`src/rtl/alu_arbiter.sv`:
```
// alu_arbiter: two-port round-robin front end for the combinational tiny16 alu.
// One transaction in flight at a time; operands are registered onto the alu,
// held for an opcode-dependent number of cycles, then the result is captured
// and returned to the owning port as a one-cycle strobe.
module alu_arbiter #(
  parameter int WIDTH         = 16,
  parameter int MULDIV_CYCLES = 4
) (
  input  logic             clk,
  input  logic             rst_n,
  input  logic             req0_valid,
  output logic             req0_ready,
  input  logic [3:0]       req0_opcode,
  input  logic             req0_ar_flag,
  input  logic [WIDTH-1:0] req0_src1,
  input  logic [WIDTH-1:0] req0_src2,
  input  logic             req1_valid,
  output logic             req1_ready,
  input  logic [3:0]       req1_opcode,
  input  logic             req1_ar_flag,
  input  logic [WIDTH-1:0] req1_src1,
  input  logic [WIDTH-1:0] req1_src2,
  output logic             rsp0_valid,
  output logic             rsp1_valid,
  output logic [WIDTH-1:0] rsp_dst,
  output logic [3:0]       rsp_flags,
  output logic [3:0]       alu_opcode,
  output logic             alu_ar_flag,
  output logic [WIDTH-1:0] alu_src1,
  output logic [WIDTH-1:0] alu_src2,
  input  logic [WIDTH-1:0] alu_dst,
  input  logic [3:0]       alu_flags,
  output logic [3:0]       flags_q,
  output logic             busy
);

  typedef enum logic [1:0] {IDLE, EXEC, DONE} state_t;

  // cnt holds (hold - 1); mul/div hold for MULDIV_CYCLES, everything else 1
  localparam logic [3:0] MULDIV_M1 = 4'(MULDIV_CYCLES - 1);
  localparam logic [3:0] OP_MUL    = 4'b0101;
  localparam logic [3:0] OP_DIV    = 4'b0110;

  state_t           state;
  logic [3:0]       cnt;
  logic             last_grant;
  logic             owner;

  logic             any_req;
  logic             gnt1;
  logic [3:0]       sel_opcode;
  logic             sel_ar_flag;
  logic [WIDTH-1:0] sel_src1;
  logic [WIDTH-1:0] sel_src2;
  logic [3:0]       sel_cnt;

  // Round-robin pick and payload mux; ready is only offered in IDLE and is
  // forced low while reset is asserted even if a requester is holding valid.
  always_comb begin
    any_req     = req0_valid | req1_valid;
    gnt1        = req1_valid & (~req0_valid | ~last_grant);
    sel_opcode  = gnt1 ? req1_opcode  : req0_opcode;
    sel_ar_flag = gnt1 ? req1_ar_flag : req0_ar_flag;
    sel_src1    = gnt1 ? req1_src1    : req0_src1;
    sel_src2    = gnt1 ? req1_src2    : req0_src2;
    sel_cnt     = (sel_opcode == OP_MUL || sel_opcode == OP_DIV) ? MULDIV_M1 : 4'd0;
    req0_ready  = rst_n & (state == IDLE) & req0_valid & ~gnt1;
    req1_ready  = rst_n & (state == IDLE) & gnt1;
  end

  assign busy = (state != IDLE);

  // Sequencer: accept -> hold operands on the alu -> capture -> strobe owner
  always_ff @(posedge clk or negedge rst_n) begin
    if (!rst_n) begin
      state       <= IDLE;
      cnt         <= 4'd0;
      last_grant  <= 1'b1;
      owner       <= 1'b0;
      alu_opcode  <= 4'd0;
      alu_ar_flag <= 1'b0;
      alu_src1    <= '0;
      alu_src2    <= '0;
      rsp_dst     <= '0;
      rsp_flags   <= 4'd0;
      flags_q     <= 4'd0;
      rsp0_valid  <= 1'b0;
      rsp1_valid  <= 1'b0;
    end else begin
      case (state)
        IDLE: begin
          if (any_req) begin
            alu_opcode  <= sel_opcode;
            alu_ar_flag <= sel_ar_flag;
            alu_src1    <= sel_src1;
            alu_src2    <= sel_src2;
            owner       <= gnt1;
            last_grant  <= gnt1;
            cnt         <= sel_cnt;
            state       <= EXEC;
          end
        end
        EXEC: begin
          if (cnt != 4'd0) begin
            cnt <= cnt - 4'd1;
          end else begin
            rsp_dst    <= alu_dst;
            rsp_flags  <= alu_flags;
            flags_q    <= alu_flags;
            rsp0_valid <= ~owner;
            rsp1_valid <= owner;
            state      <= DONE;
          end
        end
        DONE: begin
          rsp0_valid <= 1'b0;
          rsp1_valid <= 1'b0;
          state      <= IDLE;
        end
        default: state <= IDLE;
      endcase
    end
  end

endmodule

```
`config.mk`:
```
export PLATFORM = sky130hd
export DESIGN_NAME = alu_arbiter
export DESIGN_NICKNAME = d
export VERILOG_FILES = /design/src/rtl/alu_arbiter.sv
export SDC_FILE = /design/constraint.sdc
export NUM_CORES = 1
export LEC_CHECK = 0
export ABC_AREA = 1
export CAP_MARGIN = 20
export CORE_ASPECT_RATIO = 1.2
export CORE_MARGIN = 2
export CORE_UTILIZATION = 23
export CTS_CLUSTER_SIZE = 40
export DETAILED_ROUTE_END_ITERATION = 12
export GPL_TIMING_DRIVEN = 1
export PLACE_DENSITY_LB_ADDON = 0.25
export RECOVER_POWER = 100
export SKIP_LAST_GASP = 1
export SLEW_MARGIN = 20
export SYNTH_ARGS = -nofsm -noshare
export SYNTH_HDL_FRONTEND = slang
export SYNTH_SLANG_ARGS = --single-unit
```
`constraint.sdc`:
```
create_clock -name clk -period 2.8 [get_ports clk]
set_input_delay 0.56 -clock clk [delete_from_list [all_inputs] [get_ports clk]]
set_output_delay 0.56 -clock clk [all_outputs]
set_load 0.03 [all_outputs]
```
Yosys cells after proc, flatten, opt, wreduce, memory -nomap -nowiden
Cells that the tools add are included.
Widths: inputs -> output; s select.

operators by class
  add/subtract/negate cells = 1
  equality and inequality tests = 7
  mux-type cells = 15
  bitwise gates (word level) = 12
  reductions and logical operators = 11

operators with widths
  kind                 number
  $mux 16              2
  $mux 4               3
  $eq 4x3->1 const B   2
  $pmux 4 s2           1
  $reduce_and 2->1     4
  $mux 2               3
  $ne 2x2->1 const B   3
  $reduce_bool 2->1    3
  $and 1x1->1          5
  $not 1->1            5
  $pmux 1 s2           2
  $pmux 2 s2           1
  $reduce_bool 4->1    1
  $sub 4x1->4 const B  1
  $mux 1               3
  $reduce_and 3->1     1
  $eq 2x1->1 const B   1
  $eq 2x2->1 const B   1
  $logic_not 2->1      1
  $or 1x1->1           2
  $logic_or 1x1->1     1

storage, ports and cells
  flip-flop bits (word level) = 67
  input bits = 98
  output and inout bits = 66

Logic depth before layout (Yosys ltp)
Gate-level depths: netlist (run 1).

  depth after elaboration = 9
  gate-level depth with buffers = 8

Worst setup path before layout (run 1)
No wires, ideal clock.

  path kind = input to output
  start = input port req0_valid
  end = output port req1_ready
  arrival = 1.735 ns
  setup slack = 0.505 ns
  cell stages on the path = 5
  cell sequence = nand2_1 > nand2_2 > buf_6 > buf_2 > nor3_1

on the way
  word-level cells in the longest chain between the ends = 4

ends and longest elaborated chain
  what         line  source
  from (decl)  11    input logic req0_valid,
  $not 1->1    61    gnt1 = req1_valid & (~req0_valid | ~last_grant);
  $or 1x1->1   61
  $and 1x1->1  61
  $and 1x1->1  68    req1_ready = rst_n & (state == IDLE) & gnt1;
  to (decl)    18    output logic req1_ready,

No other way between the ends.

Worst setup path after layout (run 1)
  start = input port req0_valid
  end = output port req0_ready

on the way
  word-level cells in the longest chain between the ends = 5
  elaborated cells on any way between the ends = 6
  classes of those cells = bitwise (6)

ends and longest elaborated chain
  what             line  source
  $not 1->1        61
  $or 1x1->1       61
  $and 1x1->1      61
  $not 1->1        67    req0_ready = rst_n & (state == IDLE) & req0_valid & ~gnt1;
  $and 1x1->1 (*)  67
  to (decl)        12    output logic req0_ready,

Mark *: on every way between the ends. The rest lies on a longest branch, timed or not.

==> metrics.csv, run 1 <==
metric,value,unit
cts_resized,0,
path_max_fanout,5,
grt.total_usage,13.3,%
cts_tree,built,
drtAntennaViolNets,0,
syn_area,3020,um2
power.density,1150,nW/um2
grt_max_degree,68,
cts.sinks,67,
cap_violations,1,
fin_crit_sh,92.9,%
cp-start-kind,input port,
cts_made_buffers,9,
finalWirelength,9280,um
start_util,23.8,%
ir_drop,0.462,mV
synth_edf_count,0,
reg2reg_depth,9,
power_leakage,2.31,nW
final_cell_mix,"nand2_1 (119), clkdlybuf4s50_1 (95), o21ai_0 (66), dfrtp_1 (66), dlygate4sd3_1 (65)",
final_max_slew_viol_count,68,
setup_tns,0,ns
dp_hpwl,6680,um
required,2.24,ns
rr_endpoint,cnt[0],
first_pass_iters,4,
path_common_cell,nand2_1,
core_area,12700,um2
synth_area_per_cell,8.26,um2
final_common_cell,nand2_1,
worst_pin_slew,1.67,ns
io_pins,164,
drc,0,
ys_types,23,
clockBufferDepth,2,
first_iter_violations,104,
min_period,2.60,ns
rsz0062_at_grt,no,
clock_latency,0.33,ns
vias_per_cell,4.25,
relSlewSlack,-11.4,%
violations,"max-capacitance violations, max-slew violations",
hold_viol,0,
grt_pass1_wl,14700,um
critPathKind,in2out,
drive_gt1_share,6.24,%
grt_pass1_vias,3071,
grt_overflow,0,
cp_cell_sequence,clkdlybuf4s50_1 > nand2_1 > nand2_1 > inv_1 > nor4b_2 > buf_12,
holdBufCountCts,0,
fmax,385,MHz
antenna_found_initial,0,
r2r-start,last_grant,
rrSetupSlack,0.85,ns
holdWs,0.467,ns
startpoint,req0_valid,
clk_pin_slew,0.06,ns
wl_per_cell,13.4,um
synthArstFlopShare,100,%
yosys_warnings,0,
place_congestion,0.783,
syn_to_final_growth,66.8,%
io_buffers,163,
dieArea,14100,um2
fin_skew,0.00514,ns
rows,45,
fp.dieW,109,um
finalNetCount,624,
num_antenna_cells,0,
cts_setup_buffers,0,
cts-htree-levels,3,
setup_viol,0,
die-height,130,um
ys.flop_type,dfrtp_1,
route.vias.total,2945,
syn_nets,466,
cp_data_arrival_time,2.04,ns
ys_seq_area_share,55.5,%
crit_slowest_cell,clkdlybuf4s50_1,
ys_ff_latch,67,
slowest_delay,0.53,ns
hold_path_class,reg2reg,
cts-root-buf,clkbuf_16,
status,finished with violations,
netlist_instances,366,
end_kind,output port,
crit_end,req0_ready,
==> cells by family after synthesis <==
kind of cell / after synthesis / synth area share (%)
flip-flops: 67 / 55.5
adder cells (fa/ha/maj): 2 / 0.828
XOR/XNOR: 1 / 0.290
buffers and inverters: 40 / 6.83
AND/OR/NAND/NOR: 178 / 23.6
AO/OA/AOI/OAI: 78 / 13.0
==> per-layer routing <==
metal  vias to the layer above  GRT usage, %  share of wire [%]
li1                       1490             -                  -
met1                      1321          15.4                 42
met2                       120          23.2                 48
met3                        14          4.33                8.3
met4                         0          4.60                1.5
met5                         -             0                  0
==> where the power goes <==
part	leakage [nW]	total [mW]	internal [mW]	switching, mW
registers	0.816	1.71	1.46	0.242
clock network	0.135	1.05	0.644	0.406
logic	1.36	3.05	1.10	1.95
total	2.31	5.81	3.21	2.60
==> worst max-delay path: cells and delay by family <==
family        cells  cell delay [ns]
buf+inv           3             0.78
simple gates      3             0.69
==> cell type report <==
class / count / area [um2]
clock buffers: 12 / 256
clock inverters: 4 / 25.0
fillers: 1331 / 7680
inverters: 17 / 63.8
multi-input cells: 259 / 1140
flip-flops and latches: 67 / 1680
well taps: 164 / 205
repair buffers: 170 / 1680
==> stage by stage <==
step	util (%)	power (mW)	worst slack [ns]	cells	instance area, um2
3_3_place_gp	37.6	5.01	0.251	677	4790
4_1_cts	39.8	6.16	0.230	693	5070
2_1_floorplan	-	3.71	0.505	366	3020
3_5_place_dp	37.6	5.06	0.231	677	4790
6_report	39.6	5.81	0.199	693	5040
5_1_grt	39.6	6.27	0.109	693	5040
==> how the worst min path moves through the flow <==
stage | cells after the start | end | start | slack [ns]
finish | 2 | last_grant | last_grant | 0.47
CTS | 2 | last_grant | last_grant | 0.46
floorplan | 0 | alu_ar_flag | rst_n | 0.26
global route | 2 | rsp_dst[12] | rsp_dst[12] | 0.48
detailed placement | 2 | last_grant | last_grant | 0.46
global placement | 2 | last_grant | last_grant | 0.45
==> sequential cells by signal, summed over array words and instances (netlist names) <==
| register | cells |
|---|---|
| rsp0_valid | 1 |
| alu_src1 | 16 |
| cnt | 4 |
| alu_ar_flag | 1 |
| rsp_dst | 16 |
| alu_opcode | 4 |
| flags_q | 4 |
| rsp1_valid | 1 |
| state | 2 |
| owner | 1 |
| alu_src2 | 16 |
| last_grant | 1 |
==> Yosys cell counts (2+ instances only) <==
| master | number | share of area (%) |
|---|---|---|
| nor2_1 | 43 | 5.3 |
| buf_6 | 3 | 1.1 |
| dfrtp_1 | 66 | 55 |
| buf_2 | 15 | 2.5 |
| a21oi_1 | 5 | 0.83 |
| nand2_2 | 3 | 0.62 |
| o21ai_1 | 40 | 6.6 |
| o21ai_0 | 32 | 5.3 |
| inv_1 | 12 | 1.5 |
| buf_4 | 4 | 0.99 |
| nand2_1 | 118 | 15 |
| inv_2 | 5 | 0.62 |
| nand3_1 | 9 | 1.5 |
| ha_1 | 2 | 0.83 |
(Power assumes the default switching activity.)
==> inputs of run 2 (changes only) <==
clock period = 2.44 ns   (was 2.8 ns; I/O delays follow)
==> metrics.csv, run 2 (synthesized netlist as in run 1, its figures left out) <==
metric,value,unit,change
worst_slack,0.105,ns,-0.0949 ns
setup_viol,0,,unchanged
drc,0,,unchanged
finalNetCount,628,,+0.64%
io_buffers,163,,unchanged
reg_top3,"alu_src1 x16, alu_src2 x16, rsp_dst x16",,
cts_resized,0,,unchanged
cts_tree,built,,
startpoint,req1_valid,,
grt_pass1_wl,14400,um,-1.6%
ir_drop,0.482,mV,+4.3%
pre_cts_ws,0.152,ns,-0.0799 ns
end_kind,output port,,
fin_skew,0.00494,ns,-0.000193 ns
wl_per_cell,13.3,um,-0.48%
die-height,130,um,unchanged
fin_cells,697,,+0.58%
required,1.95,ns,-0.29 ns
vias_per_cell,4.24,,-0.30%
grt.total_usage,13.3,%,-0.069 points
cts-htree-levels,3,,unchanged
cp-start-kind,input port,,
antenna_found_initial,0,,unchanged
num_antenna_cells,0,,unchanged
final_common_cell,nand2_1,,
place_congestion,0.792,,+1.2%
finalPower,6.79,mW,+17%
first_iter_violations,112,,+7.7%
power.density,1330,nW/um2,+15%
final_cell_mix,"nand2_1 (118), clkdlybuf4s50_1 (95), dfrtp_1 (66), dlygate4sd3_1 (65), o21ai_0 (61)",,
worst_pin_slew,1.68,ns,+0.0118 ns
crit_slowest_cell,dlygate4sd3_1,,
clock_latency,0.32,ns,about the same
finalWirelength,9290,um,about the same
rows,45,,unchanged
critPathKind,in2out,,
drtAntennaViolNets,0,,unchanged
grt_overflow,0,,unchanged
whs_path_depth,2,,unchanged
core_area,12700,um2,unchanged
syn_to_final_growth,68.8,%,
cap_violations,1,,unchanged
io_pins,164,,unchanged
fp.dieW,109,um,unchanged
postPlaceCellArea,4820,um2,+0.63%
cts-root-buf,clkbuf_16,,
fin_crit_sh,95.7,%,
drive_gt1_share,6.94,%,+0.70 points
hold_viol,0,,unchanged
reg2reg_depth,6,,-3
grt_pass1_vias,2909,,-5.3%
rsz0062_at_grt,no,,
r2r-start,state[0],,
dp_hpwl,6830,um,+2.2%
final_core_util,40.1,%,+0.47 points
min_from,last_grant,,
clockBufferDepth,2,,unchanged
first_pass_iters,4,,unchanged
hold_path_class,reg2reg,,
grt_max_degree,68,,unchanged
relSlewSlack,-12.2,%,-0.79 points
holdBufCountCts,0,,unchanged
dp.cells,681,,+0.59%
cts.sinks,67,,unchanged
cp_cell_sequence,dlygate4sd3_1 > nand2_2 > inv_2 > nor4b_2 > buf_12,,
route.vias.total,2953,,+0.27%
dieArea,14100,um2,unchanged
cp_data_arrival_time,1.85,ns,-0.19 ns
final_area,5100,um2,+1.2%
setup_tns,0,ns,unchanged
clk_pin_slew,0.06,ns,about the same
cts_made_buffers,9,,unchanged
power_leakage,2.34,nW,+1.4%
cts_setup_buffers,0,,unchanged
start_util,23.8,%,unchanged
fmax,428,MHz,
status,finished with violations,,
slowest_delay,0.62,ns,+0.09 ns
holdWs,0.470,ns,+0.00370 ns
path_max_fanout,9,,+4
min_period,2.34,ns,
violations,"max-capacitance violations, max-slew violations",,
final_max_slew_viol_count,68,,unchanged
[run 2: cell types whose count changed in the layout (fill, tap and decap cells not counted), sizes merged]
| cell | delta |
|---|---|
| buf | +5 |
| clkbuf | -3 |
| clkinv | +3 |
| bufinv | +1 |
| clkinvlp | -1 |
| inv | -1 |
[run 2: layer usage]
metal / part of all wire, % / GRT usage, % / vias to the layer above
li1: - / - / 1494
met1: 42 / 15.7 / 1324
met2: 50 / 23.2 / 129
met3: 7.8 / 3.77 / 6
met4: 0.68 / 4.07 / 0
met5: 0 / 0 / -
[run 2: critical path: cells and delay by family]
| family | cells | cell delay (ns) |
|---|---|---|
| buf+inv | 3 | 0.85 |
| simple gates | 2 | 0.52 |
[run 2: layout make-up]
class	count	area [um2]
Inverter	17	63.8
Sequential cell	67	1680
Clock buffer	10	239
Timing Repair Buffer	174	1720
Clock inverter	6	65.1
Fill cell	1312	7620
Tap cell	164	205
Multi-Input combinational cell	259	1130
[run 2: final timing paths]
kind	to	slack, ns
min in group asynchronous	rsp_dst[12]	0.79
worst max-delay path	req0_ready	0.10
worst max register to register	alu_src1[15]	0.59
worst min register to register	last_grant	0.47
max in group asynchronous	cnt[0]	0.62
worst min-delay path	last_grant	0.47
[run 2: power breakdown]
part | switching (mW) | internal, mW | total [mW]
clock network | 0.485 | 0.818 | 1.30
registers | 0.273 | 1.68 | 1.95
logic | 2.23 | 1.30 | 3.53
total | 2.99 | 3.80 | 6.79
==> inputs of run 3 (changes only) <==
CAP_MARGIN = 10   (was 20)
PLACE_DENSITY_LB_ADDON = not set   (was 0.25)
==> metrics.csv, run 3 (synthesized netlist as in run 1, its figures left out) <==
metric,value,unit,change
wl_per_cell,13.1,um,-1.8%
grt.total_usage,13.6,%,+0.28 points
first_pass_iters,4,,unchanged
final_cell_mix,"nand2_1 (118), clkdlybuf4s50_1 (95), o21ai_0 (66), dfrtp_1 (66), dlygate4sd3_1 (65)",,
cp_data_arrival_time,1.85,ns,about the same
rrSetupSlack,0.43,ns,-0.16 ns
r2r-start,last_grant,,
cts_resized,0,,unchanged
core_area,12700,um2,unchanged
num_antenna_cells,0,,unchanged
clk_pin_slew,0.05,ns,about the same
p_switching,3.00,mW,+0.32%
place_congestion,0.746,,-5.9%
grt_pass1_vias,2989,,+2.8%
reg_top3,"alu_src1 x16, alu_src2 x16, rsp_dst x16",,
cts_tree,built,,
grt_overflow,0,,unchanged
syn_to_final_growth,69.0,%,
final_max_slew_viol_count,68,,unchanged
drive_gt1_share,6.24,%,-0.70 points
path_max_fanout,7,,-2
min_from,rsp_dst[8],,
cts.sinks,67,,unchanged
io_buffers,163,,unchanged
cts-htree-levels,3,,unchanged
clockPowerShare,20.5,%,+1.3 points
power_leakage,2.36,nW,+0.61%
power_frac_seq,28.4,%,-0.4 points
worst_pin_slew,1.65,ns,-0.0301 ns
relSlewSlack,-10.2,%,+2.0 points
cts-root-buf,clkbuf_16,,
setup_viol,0,,unchanged
clockBufferDepth,2,,unchanged
finalNetCount,624,,-0.64%
hold_viol,0,,unchanged
hold_path_class,reg2reg,,
fillers,1309,,-0.23%
required,1.95,ns,about the same
holdBufCountCts,0,,unchanged
finalWirelength,9080,um,-2.3%
power.density,1350,nW/um2,+1.5%
swShare,43.5,%,-0.59 points
rsz0062_at_grt,no,,
fin_crit_sh,95.7,%,about the same
dieArea,14100,um2,unchanged
cap_violations,1,,unchanged
grt_max_degree,68,,unchanged
fmax,428,MHz,about the same
min_period,2.33,ns,-0.000869 ns
clock_latency,0.33,ns,about the same
startpoint,req0_valid,,
fin_skew,0.00651,ns,+0.00157 ns
worst_slack,0.105,ns,+0.000869 ns
final_common_cell,nand2_1,,
fp.dieW,109,um,unchanged
cts_made_buffers,9,,unchanged
drc,0,,unchanged
multi_input_area,1140,um2,+0.89%
end_kind,output port,,
status,finished with violations,,
first_iter_violations,133,,+19%
internal-power,3.90,mW,+2.7%
cts_setup_buffers,0,,unchanged
antenna_found_initial,0,,unchanged
dp_hpwl,6790,um,-0.66%
io_pins,164,,unchanged
grt_pass1_wl,14700,um,+1.5%
die-height,130,um,unchanged
rows,45,,unchanged
pre_cts_ws,0.132,ns,-0.0192 ns
seqCellArea,1680,um2,unchanged
route.vias.total,2967,,+0.47%
critPathKind,in2out,,
ir_drop,0.550,mV,+14%
start_util,23.8,%,unchanged
drtAntennaViolNets,0,,unchanged
combPwrFrac,51.1,%,-1.0 points
violations,"max-capacitance violations, max-slew violations",,
cp-start-kind,input port,,
vias_per_cell,4.28,,+1.1%
setup_tns,0,ns,unchanged
==> run 3: worst paths after layout <==
| check | endpoint | depth (start not counted) |
|---|---|---|
| worst min register to register | rsp_dst[8] | 2 |
| worst min-delay path | rsp_dst[8] | 2 |
| max in group asynchronous | rsp_dst[12] | 2 |
| worst max register to register | cnt[1] | 8 |
| worst max-delay path | req0_ready | 6 |
| min in group asynchronous | rsp_dst[15] | 2 |
==> run 3: final cells by class <==
class | count | share of cell area [%]
Tap cell | 164 | 4.02
Clock buffer | 11 | 4.75
Multi-Input combinational cell | 259 | 22.3
Inverter | 17 | 1.25
Sequential cell | 67 | 32.8
Clock inverter | 5 | 1.67
Timing Repair Buffer | 170 | 33.2
==> run 3: layer usage <==
metal | GRT usage [%] | wire length [um] | share of wire (%) | vias up
met5 | 0 | 0 | 0 | -
met4 | 6.11 | 199 | 2.2 | 0
met3 | 5.03 | 857 | 9.4 | 14
met2 | 23.2 | 4340 | 48 | 133
met1 | 14.9 | 3680 | 41 | 1334
li1 | - | - | - | 1486
==> run 3: power by group through the flow <==
stage	Combinational, mW	Clock (mW)	Sequential [mW]
4_1_cts	3.84	1.46	1.99
6_report	3.53	1.41	1.96
5_1_grt	3.88	1.52	2.04
3_3_place_gp	3.80	0	1.99
3_5_place_dp	3.84	0	2.00
2_1_floorplan	1.33	0	2.93
==> run 3: critical path: stages <==
cell and delay (ns):
clkdlybuf4s50_1 0.50, nand2_1 0.14, nand2_2 0.15, inv_1 0.08, nor4b_2 0.32, buf_12 0.17
==> run 3: per-stage QoR <==
stage / cell area (um2) / power (mW) / hold slack (ns) / utilization (%) / std cells
floorplan: 3020 / 4.26 / 0.192 / - / 366
global placement: 4800 / 5.79 / 0.465 / 37.7 / 677
detailed placement: 4800 / 5.84 / 0.465 / 37.7 / 677
CTS: 5130 / 7.29 / 0.403 / 40.3 / 693
global route: 5110 / 7.44 / 0.491 / 40.2 / 693
finish: 5110 / 6.90 / 0.471 / 40.2 / 693
